[src/rtl/ifu_fetch.sv]
// Instruction fetch unit: one outstanding word request at a time, hands the
// word and its PC to decode over valid/ready, and drops stale data on redirect.
module ifu_fetch #(
    parameter int unsigned           DATA_WIDTH = 32,
    parameter logic [DATA_WIDTH-1:0] RESET_PC   = 32'h8000_0000
) (
    input  logic                  clk,
    input  logic                  rst,
    output logic                  mem_req,
    output logic [DATA_WIDTH-1:0] mem_addr,
    input  logic                  mem_gnt,
    input  logic                  mem_rvalid,
    input  logic [DATA_WIDTH-1:0] mem_rdata,
    input  logic                  redirect_valid,
    input  logic [DATA_WIDTH-1:0] redirect_pc,
    output logic                  instr_valid,
    input  logic                  instr_ready,
    output logic [DATA_WIDTH-1:0] instr,
    output logic [DATA_WIDTH-1:0] instr_pc
);

    typedef enum logic [2:0] {
        S_IDLE,
        S_REQ,
        S_WAIT,
        S_FLUSH,
        S_HOLD
    } state_e;

    state_e                state_q, state_d;
    logic [DATA_WIDTH-1:0] pc_q, pc_d;
    logic [DATA_WIDTH-1:0] instr_q, instr_d;
    logic [DATA_WIDTH-1:0] instr_pc_q, instr_pc_d;

    logic [DATA_WIDTH-1:0] redirect_tgt;
    logic [DATA_WIDTH-1:0] pc_inc;

    always_comb begin
        redirect_tgt = {redirect_pc[DATA_WIDTH-1:2], 2'b00};
        pc_inc       = pc_q + DATA_WIDTH'(4);
    end

    always_comb begin
        state_d    = state_q;
        pc_d       = pc_q;
        instr_d    = instr_q;
        instr_pc_d = instr_pc_q;

        unique case (state_q)
            S_IDLE: begin
                state_d = S_REQ;
            end

            S_REQ: begin
                if (redirect_valid) begin
                    pc_d = redirect_tgt;
                    if (mem_gnt) begin
                        state_d = S_FLUSH;
                    end
                end else if (mem_gnt) begin
                    state_d = S_WAIT;
                end
            end

            S_WAIT: begin
                if (redirect_valid) begin
                    pc_d    = redirect_tgt;
                    state_d = mem_rvalid ? S_REQ : S_FLUSH;
                end else if (mem_rvalid) begin
                    state_d    = S_HOLD;
                    instr_d    = mem_rdata;
                    instr_pc_d = pc_q;
                    pc_d       = pc_inc;
                end
            end

            S_FLUSH: begin
                if (redirect_valid) begin
                    pc_d = redirect_tgt;
                end
                // The stale response retires the outstanding request even when a
                // redirect lands in the same cycle; waiting longer would deadlock.
                if (mem_rvalid) begin
                    state_d = S_REQ;
                end
            end

            S_HOLD: begin
                if (redirect_valid) begin
                    pc_d    = redirect_tgt;
                    state_d = S_REQ;
                end else if (instr_ready) begin
                    state_d = S_REQ;
                end
            end

            default: begin
                state_d = S_IDLE;
            end
        endcase
    end

    always_ff @(posedge clk or posedge rst) begin
        if (rst) begin
            state_q    <= S_IDLE;
            pc_q       <= RESET_PC;
            instr_q    <= '0;
            instr_pc_q <= '0;
        end else begin
            state_q    <= state_d;
            pc_q       <= pc_d;
            instr_q    <= instr_d;
            instr_pc_q <= instr_pc_d;
        end
    end

    // A redirect kills the held word in the same cycle, so valid is gated combinationally.
    always_comb begin
        mem_req     = (state_q == S_REQ);
        mem_addr    = pc_q;
        instr_valid = (state_q == S_HOLD) && !redirect_valid;
        instr       = instr_q;
        instr_pc    = instr_pc_q;
    end

endmodule
[config.mk]
export PLATFORM = sky130hd
export DESIGN_NAME = ifu_fetch
export DESIGN_NICKNAME = d
export VERILOG_FILES = /design/src/rtl/ifu_fetch.sv
export SDC_FILE = /design/constraint.sdc
export NUM_CORES = 1
export LEC_CHECK = 0
export BUFFER_PORTS_ARGS = -buffer_cell sky130_fd_sc_hd__buf_2
export CORE_MARGIN = 2
export CORE_UTILIZATION = 39
export CTS_CLUSTER_DIAMETER = 40
export CTS_CLUSTER_SIZE = 20
export DETAILED_ROUTE_END_ITERATION = 8
export PLACE_DENSITY = 0.66
export SLEW_MARGIN = 20
export SYNTH_ARGS = -nofsm -noshare
export SYNTH_HDL_FRONTEND = slang
export SYNTH_SLANG_ARGS = --single-unit
[constraint.sdc]
create_clock -name clk -period 3.5 [get_ports clk]
set_clock_uncertainty 0.05 [all_clocks]
set_input_delay 0.875 -clock clk [delete_from_list [all_inputs] [get_ports clk]]
set_output_delay 0.875 -clock clk [all_outputs]
set_load 0.02 [all_outputs]
=== After elaboration in Yosys (flattened, before gate mapping) ===
Index checks and enable logic that the tools add are counted.

* Add/subtract/negate cells: 1
* Eq/ne operators: 9
* Muxes and demuxes: 14
* Bitwise operators: 1
* Reductions and logical operators: 8

{| class="wikitable"
|+ Operator list
! cell !! number
|-
| $mux 32 || 3
|-
| $pmux 32 s2 || 1
|-
| $add 32x3->32 const B || 1
|-
| $mux 3 || 8
|-
| $pmux 3 s5 || 1
|-
| $eq 3x2->1 const B || 2
|-
| $ne 3x3->1 const B || 2
|-
| $reduce_and 3->1 || 2
|-
| $ne 2x1->1 const B || 2
|-
| $reduce_and 4->1 || 1
|-
| $eq 3x1->1 const B || 1
|-
| $eq 3x3->1 const B || 1
|-
| $logic_not 3->1 || 1
|-
| $reduce_or 3->1 || 1
|-
| $mux 2 || 1
|-
| $ne 2x2->1 const B || 1
|-
| $reduce_bool 2->1 || 1
|-
| $logic_and 1x1->1 || 1
|-
| $logic_not 1->1 || 1
|-
| $not 1->1 || 1
|}

* Register bits: 99
* Bits of input ports: 70
* Output and inout port bits: 98
* Word-level logic and storage cells: 37

=== Logic depth before layout (Yosys ltp) ===
* Depth in word-level cells: 4
* Mapped depth: 8

=== Worst setup path after synthesis ===
OpenSTA, ideal clock, no wires.

* Path type: input -> output
* From: in redirect_valid
* To: out instr_valid
* Arrival time: 1.683 ns
* Data required time: 2.575 ns
* Path slack: 0.892 ns
* Cell stages on the path: 2
* Buffers on the path: 1
* Cell sequence: clkbuf_1 > nor4_1

* Longest elaborated chain between the ends: 2

{| class="wikitable"
|+ RTL lines
! item !! RTL line !! text
|-
| start, declared || 14 || <nowiki>input logic redirect_valid,</nowiki>
|-
| $logic_not 1->1 || 121 || <nowiki>instr_valid = (state_q == S_HOLD) && !redirect_valid;</nowiki>
|-
| $logic_and 1x1->1 || 121 ||
|-
| end, declared || 16 || <nowiki>output logic instr_valid,</nowiki>
|}

No other way between the ends.

=== Final worst setup path ===
* From: reg pc_q[2], in the netlist mem_addr[2]
* To: reg pc_q[28], in the netlist mem_addr[28]

* Longest elaborated chain between the ends: 4

{| class="wikitable"
|+ RTL lines
! item !! RTL line !! text
|-
| start, declared || 31 || <nowiki>logic [DATA_WIDTH-1:0] pc_q, pc_d;</nowiki>
|-
| start signal, assigned || 111 || <nowiki>pc_q <= pc_d;</nowiki>
|-
| $add 32x3->32 || 40 || <nowiki>pc_inc = pc_q + DATA_WIDTH'(4);</nowiki>
|-
| $mux 32 || 69 || <nowiki>end else if (mem_rvalid) begin</nowiki>
|-
| $mux 32 || 66 || <nowiki>if (redirect_valid) begin</nowiki>
|-
| $pmux 32 s2 || 49 || <nowiki>unique case (state_q)</nowiki>
|}

No other way between the ends. The select of a mux whose other input is x is not followed.
A chain may end at the register's enable or synchronous reset.

==> results.txt <==
- Global-route wire length before repair: around 21,000 um
- IO Pins: ~170
* Initial Util: between 30 and 40%
* Clock network latency to the later pin of the worst-skew pair: around 0.34 ns
- On the worst path, the slowest cell contributes a delay of ~0.77 ns.
* Total iterations of the first detailed-routing run: 4
- In the routed design, unresolved DRC markers number 0.
* Post-CTS resize count: 0
- Net switching is a little over two fifths of the power.
* Register area: about 0.0024 mm^2
- Measured against its own limit, the worst slew margin works out to 49.2%.
- XOR/XNOR Fraction of Synth Area: 0%
* Worst path arrival time: about 2.8 ns
* Via count: about 4,400
- Final Max Slew Viols: 0
- Together, buffers and inverters on the worst path number 0.
- Register area share after synthesis: 52.5%
- Routed wire length: 12,600 um
- Ratio of total power to cell area: between 800 and 900 mW/mm^2
* Switching power: 2.02 mW
- Sinks on Clock Net: 95
* Synth unique cells: just over 50
* Maximum net fanout on the critical path: 8
* Hold buffers post-CTS: 0
- Combinational group share of total power: approximately two fifths
- The clock tree synthesis step divided the H-tree into 3 levels.
- TritonCTS built the clock tree.
- Leakage power summed over all cells: slightly below 3 nW
- The number of global-route vias before repair is between 4,000 and 5,000.
- Dominant synthesized flop cell: dfrtp_1
- In this run the standard cell core region covers approximately 0.011 mm^2.
- Run status: complete, no violations
* Drt wl/cell: about 15 um
* Power share of the sequential group: between 40% and 50%
* Final nets: 752
- Area of the multi-input gates: around 0.0020 mm^2
- Detailed routing placed a total of between 600 and 700 um of wire on met3.
- Internal cell power: approximately 2.7 mW
- In this run the deepest clock path goes through 2 buffers.
- The worst setup path is captured at a register.
* Cell count after synthesis: approximately 540
- Final hold viol count: 0
* Slew of the pin with the lowest slew margin: between 0.7 and 0.8 ns
- After layout, the design draws a total of 4.76 mW.
- The congestion estimate from routability-driven global placement came to approximately 0.8.
* Total CTS buffers: 9
* Area enclosed by the die boundary: about 0.012 mm^2
* Met1 layer wirelength in the final routing: approximately 5700 um
- The worst setup path is launched from a register.
- Total of warnings raised by yosys: 0
- Final worst path period share: about three quarters
- In the synthesized netlist, mux cells make up 1.35% of the area.
- The slowest stage of the critical path belongs to the cell or4_1.
- GR Overflow Total: 0
- Setup violations remaining at the end of the flow were counted as 0.
* Compound-Gate Fraction of Synth Area: approximately 12%
* Maximum number of pins on one net before global-route repair: 61
- The die is around 110 um wide.
- Relative contribution of the clock network to total power: between 20% and 30%
* Worst hold margin: approximately 0.42 ns
- Counting buffers and inverters, the worst setup path is 6 cells deep.
- Total negative slack: 0 ns
- Antenna violations before repair: 0
- Total global routing track utilization: between 20% and 30%
- After Yosys synthesis, and, or, nand and nor cells account for a little under 30% of the synthesized area.
- Synth Area in Adders: less than 1%
- The detail route stage leaves a number of antenna-violating nets equal to 0.
- The floorplan has 39 rows.
* Critical path class: reg -> reg
* Avg Synthesized Cell Area: 8.45 um^2
* Area overhead of the layout relative to synthesis: 27.5%
- Number of flops mapped to enable cells by yosys: 0
* Post-Synthesis Cell Area: ~0.0045 mm^2
* Number of inserted diodes: 0
- Register bit total from synthesis: between 90 and 100
- Setup repair after global routing left no endpoint under its margin.
* Reported max-cap violation count: 0
* Clock period minus worst slack: ~2.6 ns
* Number of inserted filler cells in the final layout: roughly 1,100
- Reg clk slew, reported paths: approximately 0.070 ns
- Count of buffers inserted at the top-level ports: approximately 160
* Share of flip-flops with an asynchronous set or reset: 100%
- Die height: 112 um
* Vias per inst: approximately 5.3
* Half-perimeter wire length after placement: 8810 um
- Ordered cell list for the critical path: ha_1 > nand4_2 > or4_1 > o311ai_2 > o41ai_1 > a221o_1
* Max IR drop VDD: ~400 uV
* Highest routed metal layer: met4
- The cell family contributing the most delay on the critical path is simple AND/OR/NAND/NOR gates.
* Post-CTS setup buffer count: 0
* R2R depth: 6
* Top achievable clock speed: around 380 MHz
- The worst hold path belongs to the class reg -> reg.
- After detailed routing, the met2 layer carries 6020 um of wire.
- DR iter-0 viols: 264
- Buffer type at the clock tree root: clkbuf_16
- Required time worst endpoint: ~3.7 ns
- After synthesis, the largest family of logic cells by area is simple AND/OR/NAND/NOR gates.
- Worst Hold Depth: 2
* Fraction of final layout cells sized beyond drive strength 1: between 20 and 30%
-- worst paths after layout --
check	from	endpoint	slack, ns
worst max-delay path	mem_addr[2]	mem_addr[28]	0.89
worst min-delay path	instr[13]	instr[13]	0.42
worst max register to register	mem_addr[2]	mem_addr[28]	0.89
worst min register to register	instr[13]	instr[13]	0.42
max in group asynchronous	rst	mem_addr[25]	2.19
min in group asynchronous	rst	instr[18]	0.52
-- flip-flops by register name, summed over array words and instances, names as in the netlist --
signal,cells
mem_addr,30
state_q,3
instr,32
instr_pc,30
-- synthesized netlist by cell type (all sizes together), types with 2 or more instances --
| master | instances | area (um^2) |
|---|---|---|
| o21ai | 23 | 115 |
| nor4 | 4 | 25.0 |
| o311ai | 2 | 32.5 |
| buf | 11 | 62.6 |
| or3 | 3 | 18.8 |
| a2bb2oi | 7 | 61.3 |
| clkbuf | 28 | 106 |
| a221o | 2 | 20.0 |
| and4 | 2 | 17.5 |
| o22ai | 9 | 56.3 |
| nand2 | 207 | 777 |
| and3 | 3 | 18.8 |
| a31oi | 3 | 18.8 |
| or4 | 4 | 30.0 |
| or2 | 3 | 18.8 |
| dfrtp | 94 | 2350 |
| nand4 | 15 | 100 |
| o21a | 3 | 22.5 |
| nor2 | 14 | 52.6 |
| o41ai | 2 | 17.5 |
| mux2i | 5 | 50.1 |
| inv | 7 | 26.3 |
| o31a | 2 | 17.5 |
| a21oi | 23 | 115 |
| o2bb2a | 2 | 20.0 |
| a22oi | 2 | 15.0 |
| and2 | 3 | 18.8 |
| nand3 | 19 | 100 |
| nor3 | 15 | 75.1 |
| nand2b | 4 | 25.0 |
| nor3b | 2 | 15.0 |
-- tightest hold or removal path, delay by kind of cell (launching register included) --
| kind | cells | cell delay (ns) |
|---|---|---|
| flops | 1 | 0.34 |
| simple gates | 2 | 0.10 |
-- cells by family after synthesis --
family                   count (synthesis)
AO/OA/AOI/OAI                           86
adder cells (fa/ha/maj)                  1
buffers and inverters                   46
flip-flops                              95
multiplexers                             6
other                                    1
AND/OR/NAND/NOR                        301
-- routing by layer --
layer,track usage (%),vias up
li1,-,2107
met1,27.2,2085
met2,32.7,150
met3,3.59,17
met4,8.81,0
met5,0,-
-- power groups by stage --
stage | sequential (mW) | combinational [mW] | clock (mW)
after detailed placement | 1.93 | 1.85 | 0
after global routing | 1.99 | 2.00 | 1.08
final | 1.92 | 1.84 | 1.01
after global placement | 1.91 | 1.82 | 0
after floorplan | 2.41 | 0.657 | 0
after CTS | 1.92 | 1.86 | 1.04
-- area by class of cell --
class | instances | area share, %
clock buffers | 10 | 4.14
well taps | 143 | 3.10
repair buffers | 170 | 15.6
inverters | 7 | 0.498
clock inverters | 6 | 1.19
multi-input cells | 398 | 34.3
flip-flops and latches | 95 | 41.2
-- per-stage QoR --
step | std cells | instance area (um^2) | setup slack (ns) | util, %
2_1_floorplan | 539 | 4540 | 0.0996 | -
3_3_place_gp | 813 | 5470 | 0.948 | 48.1
3_5_place_dp | 813 | 5470 | 0.928 | 48.1
4_1_cts | 829 | 5780 | 0.908 | 50.8
5_1_grt | 829 | 5780 | 0.774 | 50.8
6_report | 829 | 5780 | 0.887 | 50.8
-- layout by cell type, fill, tap and decap left out, types with 3 or more instances in the layout --
master,instances
nand2_1,207
buf_2,161
dfrtp_1,94
a21oi_1,23
o21ai_0,22
nand3_1,18
nand4_1,14
nor2_1,14
nor3_1,13
o22ai_1,9
clkbuf_16,9
a2bb2oi_1,7
buf_4,7
inv_1,6
mux2i_1,5
or4_1,4
nor4_1,4
nand2b_1,4
conb_1,4
or2_2,3
o21a_1,3
a31oi_1,3
and3_1,3
(Power assumes the default switching activity.)
